[config.mk]
export PLATFORM = sky130hd
export DESIGN_NAME = idu_pipe
export DESIGN_NICKNAME = d
export VERILOG_FILES = /design/src/rtl/idu_pipe.sv
export SDC_FILE = /design/constraint.sdc
export NUM_CORES = 1
export LEC_CHECK = 0
export CAP_MARGIN = 25
export CORE_UTILIZATION = 30
export DETAILED_ROUTE_END_ITERATION = 7
export SLEW_MARGIN = 10
export SYNTH_ARGS = -nofsm -noshare
export SYNTH_HDL_FRONTEND = slang
export SYNTH_SLANG_ARGS = --single-unit
[constraint.sdc]
create_clock -name clk -period 25.8 [get_ports clk]
set_clock_uncertainty 0.15 [all_clocks]
set_input_delay 3.87 -clock clk [delete_from_list [all_inputs] [get_ports clk]]
set_output_delay 3.87 -clock clk [all_outputs]
set_load 0.05 [all_outputs]
[src/rtl/idu_pipe.sv]
// idu_pipe: registered RV32I/RV64I decode stage. Each accepted instruction is decoded
// on entry and held in a DEPTH-entry valid/ready queue until issue pops it.
module idu_pipe #(
    parameter int XLEN     = 64,
    parameter int DEPTH    = 2,
    parameter int ALU_OPW  = 17,
    parameter int OP_SEL_W = 6
) (
    input  logic                clk,
    input  logic                rst_n,
    input  logic                i_flush,
    input  logic                i_valid,
    output logic                o_ready,
    input  logic [31:0]         i_insn,
    input  logic [XLEN-1:0]     i_pc,
    output logic                o_valid,
    input  logic                i_ready,
    output logic [31:0]         o_insn,
    output logic [XLEN-1:0]     o_pc,
    output logic                o_rf_we,
    output logic [4:0]          o_rd,
    output logic [4:0]          o_rs1_addr,
    output logic [4:0]          o_rs2_addr,
    output logic                o_rs1_re,
    output logic                o_rs2_re,
    output logic [XLEN-1:0]     o_imm,
    output logic [OP_SEL_W-1:0] o_op_sel,
    output logic [ALU_OPW-1:0]  o_fu_sel,
    output logic                o_word,
    output logic                o_lsu_load,
    output logic                o_lsu_store,
    output logic                o_lsu_sigext,
    output logic [3:0]          o_lsu_size,
    output logic                o_illegal
);
    localparam int PTRW = $clog2(DEPTH);
    localparam int CNTW = PTRW + 1;
    localparam bit RV64 = (XLEN == 64);

    localparam int OP_RF = 0, OP_IMM12_SEXT = 1, OP_IMM12_ZEXT = 2;
    localparam int OP_IMM13 = 3, OP_IMM20_SL12 = 4, OP_IMM21 = 5;

    localparam int ALU_ADD = 0, ALU_SUB = 1, ALU_SLL = 2, ALU_SLT = 3, ALU_SLTU = 4;
    localparam int ALU_XOR = 5, ALU_SRL = 6, ALU_SRA = 7, ALU_OR = 8, ALU_AND = 9;
    localparam int ALU_BEQ = 10, ALU_BNE = 11, ALU_BLT = 12, ALU_BGE = 13;
    localparam int ALU_BLTU = 14, ALU_BGEU = 15, ALU_JAL = 16;

    typedef struct packed {
        logic [31:0]          insn;
        logic [XLEN-1:0]      pc;
        logic                 rf_we;
        logic [4:0]           rd;
        logic [4:0]           rs1;
        logic [4:0]           rs2;
        logic                 rs1_re;
        logic                 rs2_re;
        logic [XLEN-1:0]      imm;
        logic [OP_SEL_W-1:0]  op_sel;
        logic [ALU_OPW-1:0]   fu_sel;
        logic                 word;
        logic                 load;
        logic                 store;
        logic                 sigext;
        logic [3:0]           size;
        logic                 illegal;
    } entry_t;

    logic [6:0]  opcode, funct7;
    logic [2:0]  funct3;
    logic [31:0] immI, immS, immB, immJ, immU, imm32;
    logic        wrRd, useRs1, useRs2, illegal, word, load, store, sigext;
    logic [3:0]  size;
    logic [OP_SEL_W-1:0] opSel;
    logic [ALU_OPW-1:0]  fuSel;
    entry_t      dec;

    assign opcode = i_insn[6:0];
    assign funct3 = i_insn[14:12];
    assign funct7 = i_insn[31:25];
    assign immI = {{20{i_insn[31]}}, i_insn[31:20]};
    assign immS = {{20{i_insn[31]}}, i_insn[31:25], i_insn[11:7]};
    assign immB = {{19{i_insn[31]}}, i_insn[31], i_insn[7], i_insn[30:25], i_insn[11:8], 1'b0};
    assign immJ = {{11{i_insn[31]}}, i_insn[31], i_insn[19:12], i_insn[20], i_insn[30:21], 1'b0};
    assign immU = {i_insn[31:12], 12'b0};

    // Illegal encodings keep only the raw insn/pc so issue can raise the exception.
    always_comb begin
        wrRd = 1'b0; useRs1 = 1'b0; useRs2 = 1'b0; illegal = 1'b0;
        word = 1'b0; load = 1'b0; store = 1'b0; sigext = 1'b0;
        size = 4'd0; imm32 = '0; opSel = '0; fuSel = '0;
        case (opcode)
            7'b0110111, 7'b0010111: begin
                wrRd = 1'b1; imm32 = immU; opSel[OP_IMM20_SL12] = 1'b1; fuSel[ALU_ADD] = 1'b1;
            end
            7'b1101111: begin
                wrRd = 1'b1; imm32 = immJ; opSel[OP_IMM21] = 1'b1; fuSel[ALU_JAL] = 1'b1;
            end
            7'b1100111: begin
                wrRd = 1'b1; useRs1 = 1'b1; imm32 = immI; illegal = (funct3 != 3'b000);
                opSel[OP_IMM12_SEXT] = 1'b1; fuSel[ALU_JAL] = 1'b1;
            end
            7'b1100011: begin
                useRs1 = 1'b1; useRs2 = 1'b1; imm32 = immB; opSel[OP_IMM13] = 1'b1;
                case (funct3)
                    3'b000: fuSel[ALU_BEQ] = 1'b1;
                    3'b001: fuSel[ALU_BNE] = 1'b1;
                    3'b100: fuSel[ALU_BLT] = 1'b1;
                    3'b101: fuSel[ALU_BGE] = 1'b1;
                    3'b110: fuSel[ALU_BLTU] = 1'b1;
                    3'b111: fuSel[ALU_BGEU] = 1'b1;
                    default: illegal = 1'b1;
                endcase
            end
            7'b0000011: begin
                wrRd = 1'b1; useRs1 = 1'b1; imm32 = immI; load = 1'b1;
                opSel[OP_IMM12_SEXT] = 1'b1; fuSel[ALU_ADD] = 1'b1;
                case (funct3)
                    3'b000: begin size = 4'd1; sigext = 1'b1; end
                    3'b001: begin size = 4'd2; sigext = 1'b1; end
                    3'b010: begin size = 4'd4; sigext = 1'b1; end
                    3'b011: begin size = 4'd8; illegal = !RV64; end
                    3'b100: size = 4'd1;
                    3'b101: size = 4'd2;
                    3'b110: begin size = 4'd4; illegal = !RV64; end
                    default: illegal = 1'b1;
                endcase
            end
            7'b0100011: begin
                useRs1 = 1'b1; useRs2 = 1'b1; imm32 = immS; store = 1'b1;
                opSel[OP_IMM12_SEXT] = 1'b1; fuSel[ALU_ADD] = 1'b1;
                case (funct3)
                    3'b000: size = 4'd1;
                    3'b001: size = 4'd2;
                    3'b010: size = 4'd4;
                    3'b011: begin size = 4'd8; illegal = !RV64; end
                    default: illegal = 1'b1;
                endcase
            end
            7'b0010011: begin
                wrRd = 1'b1; useRs1 = 1'b1; imm32 = immI;
                case (funct3)
                    3'b000: begin fuSel[ALU_ADD] = 1'b1; opSel[OP_IMM12_SEXT] = 1'b1; end
                    3'b010: begin fuSel[ALU_SLT] = 1'b1; opSel[OP_IMM12_SEXT] = 1'b1; end
                    3'b011: begin fuSel[ALU_SLTU] = 1'b1; opSel[OP_IMM12_SEXT] = 1'b1; end
                    3'b100: begin fuSel[ALU_XOR] = 1'b1; opSel[OP_IMM12_SEXT] = 1'b1; end
                    3'b110: begin fuSel[ALU_OR] = 1'b1; opSel[OP_IMM12_SEXT] = 1'b1; end
                    3'b111: begin fuSel[ALU_AND] = 1'b1; opSel[OP_IMM12_SEXT] = 1'b1; end
                    3'b001: begin
                        fuSel[ALU_SLL] = 1'b1; opSel[OP_IMM12_ZEXT] = 1'b1;
                        illegal = (i_insn[31:26] != 6'b0) || (!RV64 && i_insn[25]);
                    end
                    default: begin
                        fuSel[i_insn[30] ? ALU_SRA : ALU_SRL] = 1'b1; opSel[OP_IMM12_ZEXT] = 1'b1;
                        illegal = ({i_insn[31], i_insn[29:26]} != 5'b0) || (!RV64 && i_insn[25]);
                    end
                endcase
            end
            7'b0011011, 7'b0111011: begin
                // W-forms share one decode; bit 5 separates register from immediate form.
                wrRd = 1'b1; useRs1 = 1'b1; useRs2 = opcode[5]; word = 1'b1;
                imm32 = opcode[5] ? 32'b0 : immI;
                illegal = !RV64;
                if (funct3 == 3'b000 && !opcode[5]) begin
                    fuSel[ALU_ADD] = 1'b1; opSel[OP_IMM12_SEXT] = 1'b1;
                end else begin
                    opSel[opcode[5] ? OP_RF : OP_IMM12_ZEXT] = 1'b1;
                    case ({funct7, funct3})
                        10'b0000000_000: fuSel[ALU_ADD] = 1'b1;
                        10'b0100000_000: begin fuSel[ALU_SUB] = 1'b1; illegal = illegal | !opcode[5]; end
                        10'b0000000_001: fuSel[ALU_SLL] = 1'b1;
                        10'b0000000_101: fuSel[ALU_SRL] = 1'b1;
                        10'b0100000_101: fuSel[ALU_SRA] = 1'b1;
                        default: illegal = 1'b1;
                    endcase
                end
            end
            7'b0110011: begin
                wrRd = 1'b1; useRs1 = 1'b1; useRs2 = 1'b1; opSel[OP_RF] = 1'b1;
                case ({funct7, funct3})
                    10'b0000000_000: fuSel[ALU_ADD] = 1'b1;
                    10'b0100000_000: fuSel[ALU_SUB] = 1'b1;
                    10'b0000000_001: fuSel[ALU_SLL] = 1'b1;
                    10'b0000000_010: fuSel[ALU_SLT] = 1'b1;
                    10'b0000000_011: fuSel[ALU_SLTU] = 1'b1;
                    10'b0000000_100: fuSel[ALU_XOR] = 1'b1;
                    10'b0000000_101: fuSel[ALU_SRL] = 1'b1;
                    10'b0100000_101: fuSel[ALU_SRA] = 1'b1;
                    10'b0000000_110: fuSel[ALU_OR] = 1'b1;
                    10'b0000000_111: fuSel[ALU_AND] = 1'b1;
                    default: illegal = 1'b1;
                endcase
            end
            7'b0001111: illegal = (funct3 != 3'b000);
            7'b1110011: illegal = !((i_insn == 32'h0000_0073) || (i_insn == 32'h0010_0073));
            default: illegal = 1'b1;
        endcase

        if (illegal) begin
            wrRd = 1'b0; useRs1 = 1'b0; useRs2 = 1'b0; word = 1'b0; load = 1'b0;
            store = 1'b0; sigext = 1'b0; size = 4'd0; imm32 = '0; opSel = '0; fuSel = '0;
        end

        dec         = '0;
        dec.insn    = i_insn;
        dec.pc      = i_pc;
        dec.rf_we   = wrRd && (i_insn[11:7] != 5'd0);
        dec.rd      = wrRd ? i_insn[11:7] : 5'd0;
        dec.rs1     = useRs1 ? i_insn[19:15] : 5'd0;
        dec.rs2     = useRs2 ? i_insn[24:20] : 5'd0;
        dec.rs1_re  = useRs1;
        dec.rs2_re  = useRs2;
        dec.imm     = XLEN'($signed(imm32));
        dec.op_sel  = opSel;
        dec.fu_sel  = fuSel;
        dec.word    = word;
        dec.load    = load;
        dec.store   = store;
        dec.sigext  = sigext;
        dec.size    = size;
        dec.illegal = illegal;
    end

    entry_t          mem_q [DEPTH];
    entry_t          head;
    logic [PTRW-1:0] rdPtr_q, rdPtr_d, wrPtr_q, wrPtr_d;
    logic [CNTW-1:0] count_q, count_d;
    logic            ready_q, ready_d;
    logic            push, pop;

    assign push = i_valid & ready_q & ~i_flush;
    assign pop  = (count_q != '0) & i_ready;

    // Ready is registered from the next count, so a pop never raises it combinationally.
    always_comb begin
        rdPtr_d = rdPtr_q;
        wrPtr_d = wrPtr_q;
        count_d = count_q;
        if (i_flush) begin
            rdPtr_d = '0;
            wrPtr_d = '0;
            count_d = '0;
        end else begin
            if (push) wrPtr_d = wrPtr_q + PTRW'(1);
            if (pop)  rdPtr_d = rdPtr_q + PTRW'(1);
            if (push && !pop)      count_d = count_q + CNTW'(1);
            else if (pop && !push) count_d = count_q - CNTW'(1);
        end
        ready_d = (count_d != CNTW'(DEPTH));
    end

    always_ff @(posedge clk or negedge rst_n) begin
        if (!rst_n) begin
            rdPtr_q <= '0;
            wrPtr_q <= '0;
            count_q <= '0;
            ready_q <= 1'b1;
        end else begin
            rdPtr_q <= rdPtr_d;
            wrPtr_q <= wrPtr_d;
            count_q <= count_d;
            ready_q <= ready_d;
        end
    end

    always_ff @(posedge clk) begin
        if (push) mem_q[wrPtr_q] <= dec;
    end

    assign head         = (count_q != '0) ? mem_q[rdPtr_q] : '0;
    assign o_ready      = ready_q;
    assign o_valid      = (count_q != '0);
    assign o_insn       = head.insn;
    assign o_pc         = head.pc;
    assign o_rf_we      = head.rf_we;
    assign o_rd         = head.rd;
    assign o_rs1_addr   = head.rs1;
    assign o_rs2_addr   = head.rs2;
    assign o_rs1_re     = head.rs1_re;
    assign o_rs2_re     = head.rs2_re;
    assign o_imm        = head.imm;
    assign o_op_sel     = head.op_sel;
    assign o_fu_sel     = head.fu_sel;
    assign o_word       = head.word;
    assign o_lsu_load   = head.load;
    assign o_lsu_store  = head.store;
    assign o_lsu_sigext = head.sigext;
    assign o_lsu_size   = head.size;
    assign o_illegal    = head.illegal;
endmodule
==> Word-level counts from Yosys, hierarchy flattened <==
Memories as Yosys holds them, arrays and structs flattened.
Index checks and enable logic that the tools add are counted.
Widths: inputs -> output; s select.
{ "totals": {"reg_bits": 5, "ram_bits": 420, "out_inout_bits": 212, "elab_cells": 195, "n_memories": 1} }
{ "classes": {"n_addsub": 4, "magnitude_cmp": 4, "eq_ne": 32, "muxes": 98, "bitwise_logic": 4, "n_reduce_logical": 48} }
{ "memory_table": {"columns": ["name", "depth", "word_bits", "read_ports", "rd_clocked_by_memory_dff", "write_ports", "line_no", "source"], "rows": [
  ["mem_q", 2, 210, 1, 0, 1, "223", "entry_t mem_q [DEPTH];"]
]} }
{ "op_table": {"columns": ["op", "count"], "rows": [
  ["$mux 210", 1],
  ["$pmux 32 s6", 1],
  ["$mux 32", 2],
  ["$mux 1", 50],
  ["$reduce_or 6->1", 8],
  ["$eq 10x3->1 const B", 4],
  ["$eq 32x21->1 const B", 1],
  ["$eq 32x7->1 const B", 1],
  ["$pmux 1 s2", 16],
  ["$pmux 4 s4", 2],
  ["$eq 7x6->1 const B", 4],
  ["$eq 7x7->1 const B", 4],
  ["$eq 7x5->1 const B", 3],
  ["$eq 10x2->1 const B", 2],
  ["$eq 10x9->1 const B", 2],
  ["$mux 17", 1],
  ["$mux 5", 3],
  ["$reduce_or 3->1", 5],
  ["$mux 2", 7],
  ["$reduce_or 2->1", 7],
  ["$reduce_or 7->1", 2],
  ["$eq 3x3->1 const B", 4],
  ["$pmux 2 s3", 2],
  ["$pmux 6 s2", 1],
  ["other kinds (39)", 57]
]} }

==> Depth between registers and ports, before layout <==
{ "depth": {"ltp_word": 8, "depth_mapped": 10, "ltp_nobuf": 7} }

==> Least setup slack after synthesis <==
OpenSTA, ideal clock, no wires.
{ "synth_path": {"kind": "input-to-reg", "start": "input i_flush", "end": "memory mem_q[0][0] (netlist name), enable pin", "setup_time_ns": 0.936, "arrival_ns": 16.118, "setup_slack_ns": 8.596, "path_stages": 1, "cell_sequence": "nor3_1"} }
{ "synth_via": {"elab_chain_cells": 4} }
{ "synth_lines": {"columns": ["item", "line_no", "source"], "rows": [
  ["start, declared", "11", "input logic i_flush,"],
  ["$not 1->1", "230", "assign push = i_valid & ready_q & ~i_flush;"],
  ["$and 1x1->1", "230", null],
  ["$mux 1", "266", "if (push) mem_q[wrPtr_q] <= dec;"],
  ["$mux 1 (implied by the code)", "266", null],
  ["end, declared", "223", null]
]} }
Every way passes these cells.

==> Worst setup path after layout <==
{ "layout_path": {"start": "register rdPtr_q", "end": "output o_rd[4]"} }
{ "layout_via": {"elab_chain_cells": 2} }
{ "layout_lines": {"columns": ["item", "line_no", "source"], "rows": [
  ["start, declared", "225", "logic [PTRW-1:0] rdPtr_q, rdPtr_d, wrPtr_q, wrPtr_d;"],
  ["start signal, assigned", "258", "rdPtr_q <= rdPtr_d;"],
  ["$mem_v2 2x210", null, null],
  ["$mux 210", "269", "assign head = (count_q != '0) ? mem_q[rdPtr_q] : '0;"],
  ["end, declared", "21", "output logic [4:0] o_rd,"]
]} }
Every way passes these cells.

==> metrics.cfg <==
[sta]
finalMaxSlewViolations=0
slew-limit-headroom_pct=36.31
min_period_ns=7.621
max_freq_mhz=131.2
worst_slew_pin_slew_ns=0.9547
setup_violations=0
whs_ns=0.4973
rsz0062_at_grt=no
hold_viol=0
setup_tns_ns=0
period_share_pct=29.54

[cts]
cts-htree-levels=2
cts_resized=0
ctsHoldBuffers=0
postCtsSetupRepairBufs=0
clk_pin_slew_ns=0.05
cts_tree=yes
cts_root_buf=clkbuf_16
clk_path_buf_depth=3
cts_made_buffers=41
clock-sinks=361
insertion_delay_ns=0.54

[synthesis]
synth_nets=1179
synth-main-ff-cell=edfxtp_1
async_flop_share_pct=1.385
syn_inst=1077
yosysSeqAreaShare_pct=70.84
yosysWarningCount=0
syn_area_um2=15270
ys_types=56
synth_edf_count=356
synth-seq-cells=361
avgSynthCellArea_um2=14.18

[critical_path]
crit_required_ns=21.78
critPathKind=reg -> out
crit_chain=buf_4 > mux2i_1 > nor2_1 > clkdlybuf4s50_1
cp_slowest_cell=buf_4
cp-start-kind=flip-flop
worst-path-buf-inv=2
critical_path.max_stage_delay_ns=0.85
path_max_fanout=52
cp-end-kind=primary output
cp_top_family=buffers and inverters
arrival_ns=3.60

[drt]
drc=0
vias=9596
vias_per_cell=4.692
routed_wl_mm=40.27
wl_per_cell_um=19.69
first_pass_iters=5
dr.first_iter.drc_count=828
postRouteAntennaNets=0

[power_and_ir_drop]
leakagePower_nw=6.371
intPower_mw=1.444
swShare_pct=43.47
powerDensity_nw_per_um2=126.5
clkPwrFrac_pct=23.0
power_frac_seq_pct=28.7
combPwrFrac_pct=48.3
power_mw=2.555
vdd_drop_max_uv=96.05
power.switching_mw=1.111

[global_routing]
antenna_found_initial=3
grt_pass1_vias=9225
grt_pass1_wl_mm=57.76
grt_max_degree=118
grt_overflow=0
grt_usage_pct=15.06

[die]
die_h_um=227.6
die_w_um=227.6
design.core.area_um2=50170
io-pin-count=313
start_util_pct=30.44
dieArea_um2=51800
num_rows=82

[run]
max_cap_violations=0

[cells_and_area]
final_cell_mix=edfxtp_1, clkdlybuf4s50_1, nor2_1, mux2i_1, clkbuf_16
drive_gt1_share_pct=6.341
stdcell_count=2045
fillCellCount=4623
design_area_um2=20200
area_growth_pct=32.28
final_common_cell=edfxtp_1
fin_nets=1447

[min_path]
worstHoldPathType=reg -> reg

[place]
io_buffers=312
hpwl_mm=26.44
placed_area_um2=18810
dp.cells=1973
gp_congestion=0.8532

[status]
status=finished, final reports clean

## metal layers
metal / GRT usage (%) / vias to the layer above / part of all wire [%] / wire length [um]
met2: 24.14 / 327 / 47 / 18770
met5: 0 / - / 0.10 / 42
met3: 4.401 / 60 / 8.3 / 3360
met4: 3.724 / 6 / 1.7 / 699
met1: 19.92 / 4732 / 43 / 17400
li1: - / 4471 / - / -
## stage by stage
stage	util, %	setup WS, ns
global route	40.25	17.92
floorplan	-	8.596
detailed placement	37.50	17.94
CTS	40.22	18.01
finish	40.26	18.18
global placement	37.50	17.94
## worst paths after layout
path                              start       endpoint  slack, ns  cells past startpoint
worst max-delay path            rdPtr_q        o_rd[4]      18.18                      4
worst min-delay path            wrPtr_q        wrPtr_q       0.50                      2
worst max register to register  o_ready  mem_q[1][160]      21.90                      5
worst min register to register  wrPtr_q        wrPtr_q       0.50                      2
max in group asynchronous         rst_n        o_ready      21.84                      1
min in group asynchronous         rst_n     count_q[1]       3.40                      1
## synthesized netlist by cell type (2+ instances only)
library cell    n  area [um^2]
o41ai_1         2        17.52
nor2b_1         4        25.02
a21oi_1        32        160.2
o22ai_1         2        12.51
xnor2_1         2        17.52
nand3_1        10        50.05
xor2_1          3        26.28
nor2_1        227        852.1
and2_1          3        18.77
o21ai_0         7        35.03
and3_1         16        100.1
nor3_1         24        120.1
or3_1           5        31.28
clkbuf_1       32        120.1
dfrtp_1         4        100.1
inv_1          10        37.54
edfxtp_1      356        10690
and4_1          3        26.28
mux2i_1       179         1792
o32a_1          2        20.02
a22oi_1         4        30.03
nand2b_1        5        31.28
o21ai_1         2        10.01
a211oi_1        8        60.06
nand4_1         2        12.51
buf_1          23        86.33
buf_4          32        240.2
nor4_1         14        87.58
buf_6           7        78.83
buf_2           4        20.02
nand2_1        28        105.1
## sequential cells by signal (all words and copies together) (netlist names)
register / count
rdPtr_q: 1
wrPtr_q: 1
mem_q: 356
o_ready: 1
count_q: 2
## logic make-up (layout without fill, tap and decap cells)
group           after synthesis  count (layout)  synth area share [%]
simple gates                355             355                 10.41
buf+inv                     109             404                 3.859
flops                       361             361                 70.84
other cells                   0               1                     0
xor+xnor                      5               5                0.2868
fa+ha+maj                     1               1               0.08193
compound gates               67              67                 2.786
mux                         179             179                 11.73
## area by class of cell
type / count / area [um^2] / area share [%]
Sequential cell: 361 / 10820 / 53.57
Multi-Input combinational cell: 607 / 3899 / 19.30
Timing Repair Buffer: 323 / 3226 / 15.97
Clock buffer: 48 / 1095 / 5.420
Tap cell: 672 / 840.8 / 4.163
Clock inverter: 22 / 271.5 / 1.344
Inverter: 11 / 43.79 / 0.2168
Antenna cell: 1 / 2.502 / 0.01239
## worst register-to-register path, delay by kind of cell, from the launching register on
kind | cells | cell delay [ns]
simple gates | 3 | 1.15
flops | 1 | 0.52
buf+inv | 2 | 1.65
## power groups by stage
stage,Clock [mW],Combinational (mW),Sequential [mW]
global placement,0,1.25,0.743
detailed placement,0,1.25,0.745
CTS,0.607,1.25,0.733
floorplan,0,0.857,0.753
finish,0.588,1.23,0.732
global route,0.627,1.30,0.738
Note: power is estimated with default switching activity, not from simulation.
